File: src/rtl/alu_slice_seq.sv
// alu_slice_seq: multi-cycle ALU that works through a WIDTH-bit operation
// SLICE bits per clock. The carry between slices lives in a register, and a
// sticky carry flag (CF) chains ADC/SBB across separate operations.
// Both sides use a valid/ready handshake. A new request is accepted only in
// IDLE, so operations never overlap.
module alu_slice_seq #(
    parameter int WIDTH = 32,
    parameter int SLICE = 4
) (
    input  logic             clk,
    input  logic             rst_n,
    input  logic             in_valid,
    output logic             in_ready,
    input  logic [2:0]       op,
    input  logic [WIDTH-1:0] x,
    input  logic [WIDTH-1:0] y,
    output logic             out_valid,
    input  logic             out_ready,
    output logic [WIDTH-1:0] z,
    output logic             sign,
    output logic             carry,
    output logic             overflow,
    output logic             parity,
    output logic             zero
);

    localparam int NSLICE = WIDTH / SLICE;
    // Keep the counter at least one bit wide so NSLICE=1 still elaborates.
    localparam int CW = (NSLICE > 1) ? $clog2(NSLICE) : 1;
    localparam logic [CW-1:0] LAST = CW'(NSLICE - 1);

    localparam logic [2:0] OP_ADD = 3'b000;
    localparam logic [2:0] OP_ADC = 3'b001;
    localparam logic [2:0] OP_SUB = 3'b010;
    localparam logic [2:0] OP_SBB = 3'b011;
    localparam logic [2:0] OP_AND = 3'b100;
    localparam logic [2:0] OP_OR  = 3'b101;
    localparam logic [2:0] OP_XOR = 3'b110;
    localparam logic [2:0] OP_PAS = 3'b111;

    typedef enum logic [1:0] {
        IDLE = 2'd0,
        RUN  = 2'd1,
        DONE = 2'd2
    } state_e;

    state_e           state_q;
    logic [CW-1:0]    cnt_q;
    logic [2:0]       op_q;
    logic [WIDTH-1:0] x_q;
    logic [WIDTH-1:0] y_q;
    logic             c_q;        // carry into the current slice
    logic [WIDTH-1:0] acc_q;      // result being assembled slice by slice
    logic             cf_q;       // carry flag kept across operations
    logic [WIDTH-1:0] z_q;
    logic             sign_q;
    logic             carry_q;
    logic             ovf_q;
    logic             parity_q;
    logic             zero_q;
    logic             out_valid_q;

    logic [SLICE-1:0] xs;
    logic [SLICE-1:0] ys;
    logic [SLICE-1:0] bs;
    logic [SLICE:0]   sum;
    logic [SLICE-1:0] rs;
    logic [WIDTH-1:0] acc_d;
    logic             arith;
    logic             sub;
    logic             bmsb;
    logic             carry_d;
    logic             ovf_d;
    logic             cin_d;

    // Handshake outputs are a function of state and the registered valid.
    assign in_ready  = (state_q == IDLE);
    assign out_valid = out_valid_q;
    assign z         = z_q;
    assign sign      = sign_q;
    assign carry     = carry_q;
    assign overflow  = ovf_q;
    assign parity    = parity_q;
    assign zero      = zero_q;

    // Carry into slice 0: ADD starts at 0, SUB at 1 (two's complement).
    // ADC and SBB chain the previous CF. Logic ops ignore the value.
    always_comb begin
        cin_d = cf_q;
        if (op == OP_ADD) cin_d = 1'b0;
        else if (op == OP_SUB) cin_d = 1'b1;
    end

    // One slice of the datapath, plus the flags the final slice produces.
    always_comb begin
        xs    = '0;
        ys    = '0;
        acc_d = acc_q;
        for (int k = 0; k < NSLICE; k++) begin
            if (cnt_q == CW'(k)) begin
                xs = x_q[k*SLICE +: SLICE];
                ys = y_q[k*SLICE +: SLICE];
            end
        end
        sub   = op_q[1];
        arith = ~op_q[2];
        bs    = sub ? ~ys : ys;
        sum   = {1'b0, xs} + {1'b0, bs} + {{SLICE{1'b0}}, c_q};
        case (op_q)
            OP_AND:  rs = xs & ys;
            OP_OR:   rs = xs | ys;
            OP_XOR:  rs = xs ^ ys;
            OP_PAS:  rs = xs;
            default: rs = sum[SLICE-1:0];
        endcase
        for (int k = 0; k < NSLICE; k++) begin
            if (cnt_q == CW'(k)) acc_d[k*SLICE +: SLICE] = rs;
        end
        // Overflow looks at the effective B operand, which is ~y when subtracting.
        bmsb    = y_q[WIDTH-1] ^ sub;
        carry_d = arith & sum[SLICE];
        ovf_d   = arith & (x_q[WIDTH-1] == bmsb) & (acc_d[WIDTH-1] != x_q[WIDTH-1]);
    end

    // Control FSM. The result and flags are registered on entry to DONE.
    always_ff @(posedge clk or negedge rst_n) begin
        if (!rst_n) begin
            state_q     <= IDLE;
            cnt_q       <= '0;
            op_q        <= '0;
            x_q         <= '0;
            y_q         <= '0;
            c_q         <= 1'b0;
            acc_q       <= '0;
            cf_q        <= 1'b0;
            z_q         <= '0;
            sign_q      <= 1'b0;
            carry_q     <= 1'b0;
            ovf_q       <= 1'b0;
            parity_q    <= 1'b0;
            zero_q      <= 1'b0;
            out_valid_q <= 1'b0;
        end else begin
            case (state_q)
                IDLE: begin
                    if (in_valid) begin
                        op_q    <= op;
                        x_q     <= x;
                        y_q     <= y;
                        cnt_q   <= '0;
                        acc_q   <= '0;
                        c_q     <= cin_d;
                        state_q <= RUN;
                    end
                end
                RUN: begin
                    acc_q <= acc_d;
                    c_q   <= sum[SLICE];
                    if (cnt_q == LAST) begin
                        z_q         <= acc_d;
                        sign_q      <= acc_d[WIDTH-1];
                        carry_q     <= carry_d;
                        ovf_q       <= ovf_d;
                        parity_q    <= ~^acc_d;
                        zero_q      <= (acc_d == '0);
                        cf_q        <= carry_d;
                        out_valid_q <= 1'b1;
                        state_q     <= DONE;
                    end else begin
                        cnt_q <= cnt_q + CW'(1);
                    end
                end
                DONE: begin
                    if (out_ready) begin
                        out_valid_q <= 1'b0;
                        state_q     <= IDLE;
                    end
                end
                default: state_q <= IDLE;
            endcase
        end
    end

endmodule

File: config.mk
export PLATFORM = sky130hd
export DESIGN_NAME = alu_slice_seq
export DESIGN_NICKNAME = d
export VERILOG_FILES = /design/src/rtl/alu_slice_seq.sv
export SDC_FILE = /design/constraint.sdc
export NUM_CORES = 1
export LEC_CHECK = 0
export ABC_CLOCK_PERIOD_IN_PS = 5240
export BUFFER_PORTS_ARGS = -buffer_cell sky130_fd_sc_hd__buf_2
export CORE_MARGIN = 1.5
export CORE_UTILIZATION = 40
export DETAILED_ROUTE_END_ITERATION = 8
export HOLD_SLACK_MARGIN = 0.02
export SETUP_SLACK_MARGIN = 0.3
export SLEW_MARGIN = 20
export SYNTH_ARGS = -nofsm -noshare
export SYNTH_HDL_FRONTEND = slang
export SYNTH_SLANG_ARGS = --single-unit
File: constraint.sdc
create_clock -name clk -period 5.24 [get_ports clk]
set_clock_uncertainty 0.15 [all_clocks]
set_input_delay 0.524 -clock clk [delete_from_list [all_inputs] [get_ports clk]]
set_output_delay 0.524 -clock clk [all_outputs]
set_load 0.01 [all_outputs]
==> qor.txt <==
Worst-Skew Late Latency -> 0.43 ns
1st-pass router iterations -> 8
Largest net degree at the start of global routing -> 99
Critical Path AT -> 5.41 ns
Diode count -> 0
Post-Layout Inst Area -> 0.00973 mm^2
Outcome -> complete, no violations
Hold Fails Final Rpt -> 0
Num CTS Buffers -> 17
Tcrit/Tclk final -> 99.6%
Vias -> 6836
Count of flip-flops with a built-in enable after synthesis -> 0
Top cell by count, worst path -> xnor2_1
Drt initial violations -> 584
Starting Density -> 41.1%
Ys flop type -> dfrtp_1
Critical path type -> reg2reg
YS warnings -> 0
Final min period -> 5.22 ns
Gr ovfl total -> 0
Global Route Usage Sum -> 23.3%
Overall routed net length -> 22.5 mm
Max incr delay on CP -> 0.39 ns
Avg Vias per Cell -> 5.23
Root Driver -> clkbuf_16
Slowest cell on the critical path -> dfrtp_1
Initial antenna violation count -> 0
Post-DRT Antenna Nets -> 0
FFs w/ async S/R, synth -> 100%
Syn_nets -> 1008
Placed Area -> 0.00873 mm^2
FF-to-FF setup slack -> 0.02 ns
End of the worst register-to-register path -> parity
Seq/Total Area, Yosys -> 45.7%
H-tree depth -> 4
Buffers on Ports -> 109
Cells after Synth -> 910
First-pass GRT wire length -> 36.4 mm
CTS tree -> yes
Nets@finish -> 1134
Unrepaired setup endpoints after global routing -> true
Final slew viol count -> 0
Number of global-route vias before repair -> 6770
Clock-pin slew on the worst setup and hold paths -> 0.06 ns
Hold bufs inserted after CTS -> 0
Post-DP HPWL -> 15.5 mm
Share of cells above drive strength 1 -> 24.3%
Syn Area/Cell -> 8.54 um^2
Synth-to-Final Area Change -> 25.2%
Core area -> 0.0189 mm^2
Die ar. -> 0.0203 mm^2
R2R cell count -> 29
Fmax -> 192 MHz
I/O pins -> 110
Routed wire per std cell -> 17.2 um
Clock tree buffer depth -> 2
Critical Path Sink Type -> flop
Post-synth cell types -> 64
Clock sinks -> 142
R2r startpoint -> cnt_q[0]
Slew HR -> 40.2%
Chip width -> 142 um
DRC violations left -> 0
Hold WC Path Type -> in2async
Worst-Margin Slew -> 0.897 ns
Gpl congestion -> 0.898
Mapped Area -> 0.00777 mm^2
Die Ht -> 142 um
Worst setup SP type -> flop
# rows -> 50
Yosys reg bits -> 142
Max_cap viols -> 0
Worst Path Required -> 5.43 ns
Setup violators final -> 0
Max FO, Critical Path -> 8
-- per-layer routing --
metal | vias to the layer above | part of all wire, % | global-route usage (%)
li1 | 3330 | - | -
met1 | 3258 | 48 | 32.5
met2 | 211 | 45 | 35.6
met3 | 37 | 4.8 | 4.48
met4 | 0 | 2.5 | 9.39
met5 | - | 0 | 0
-- stage by stage --
step / setup WS, ns / TNS (ns) / hold WS (ns) / instances / utilization, %
2_1_floorplan: 0.125 / 0 / 0.0784 / 910 / -
3_3_place_gp: 0.0310 / 0 / 0.308 / 1257 / 46.2
3_5_place_dp: -0.143 / -0.143 / 0.315 / 1257 / 46.2
4_1_cts: 0.131 / 0 / 0.0989 / 1301 / 50.6
5_1_grt: -0.259 / -0.259 / 0.128 / 1306 / 51.5
6_report: 0.0209 / 0 / 0.0583 / 1306 / 51.5
-- critical path, delay by kind of cell (launching register included) --
family                     cells  cell delay (ns)
AOI/OAI and AO/OA             10             1.70
xor gates and xnor gates       7             1.25
adders and majority gates      3             0.58
buffers and inverters          6             0.75
DFF                            1             0.39
muxes                          1             0.16
and+or+nand+nor                2             0.15
-- sequential cells by signal, indices dropped and copies added (netlist names) --
signal	flops
c_q	1
z	32
out_valid	1
op_q	3
state_q	2
overflow	1
carry	1
x_q	32
acc_q	32
cnt_q	3
y_q	32
parity	1
zero	1
-- what timing repair did --
action / CTS / global route
pin swaps: 25 / 36
endpoints found under the hold margin: 0 / 0
cloned: 1 / 0
buffers inserted: 14 / 5
resized for setup: 15 / 29
endpoints found under the setup margin: 2 / 2
-- kinds of logic (layout without fill, tap and decap cells) --
family / after synthesis / count (layout) / synth area share (%)
flops: 142 / 142 / 45.7
mux: 12 / 12 / 1.75
compound gates: 215 / 216 / 18.1
xor+xnor: 36 / 36 / 4.41
fa+ha+maj: 27 / 27 / 4.54
simple gates: 392 / 392 / 20.9
buf+inv: 86 / 221 / 4.60
-- synthesized netlist by cell type, types with 7 or more instances --
| library cell | n | area [um^2] |
|---|---|---|
| a31oi_1 | 11 | 68.8 |
| buf_2 | 7 | 35.0 |
| nand2_1 | 292 | 1100 |
| ha_1 | 25 | 313 |
| dfrtp_1 | 142 | 3550 |
| xnor2_1 | 18 | 158 |
| a21oi_1 | 46 | 230 |
| o211ai_1 | 7 | 52.6 |
| o21ai_0 | 73 | 365 |
| mux2i_1 | 8 | 80.1 |
| clkbuf_1 | 45 | 169 |
| inv_1 | 20 | 75.1 |
| nor2_1 | 46 | 173 |
| a22o_1 | 23 | 201 |
| buf_1 | 8 | 30.0 |
| a22oi_1 | 15 | 113 |
| nor2b_1 | 14 | 87.6 |
| xor2_1 | 16 | 140 |
-- worst max-delay path by stage --
stage | slack [ns] | endpoint | from
6_report | 0.02 | parity | cnt_q[0]
5_1_grt | -0.26 | parity | cnt_q[1]
4_1_cts | 0.13 | parity | cnt_q[0]
3_5_place_dp | -0.14 | parity | cnt_q[1]
3_3_place_gp | 0.03 | parity | cnt_q[1]
2_1_floorplan | 0.13 | parity | cnt_q[1]
-- cell usage in the layout, fill, tap and decap left out, types with 4 or more instances in the layout --
cell type  netlist  final
a21o_1           6      6
a21oi_1         46     44
a222oi_1         4      4
a22o_1          23     23
a22oi_1         15      9
a22oi_2          0      6
a31oi_1         11      8
and2_1           5      4
buf_2            7    108
buf_4            3     59
buf_6            2      4
bufinv_16        0      5
clkbuf_16        0     17
dfrtp_1        142    142
ha_1            25     18
ha_4             0      4
inv_1           20     17
mux2i_1          8      8
nand2_1        292    290
nand2b_1         4      4
nand3_1          5      5
nand3b_1         6      6
nor2_1          46     44
nor2b_1         14     13
o211ai_1         7      7
o21ai_0         73     70
o21ai_1          3      5
xnor2_1         18     17
xor2_1          16     15
-- cell type report --
class	instances	area (um^2)
repair buffers	171	1030
fillers	1829	9160
inverters	21	81.3
clock buffers	19	453
well taps	260	325
clock inverters	10	189
flip-flops and latches	142	3550
multi-input cells	683	4100
Power is left out: the tool's default activity adds up to more than one toggle a clock period on the data nets, which glitch-free logic cannot reach.
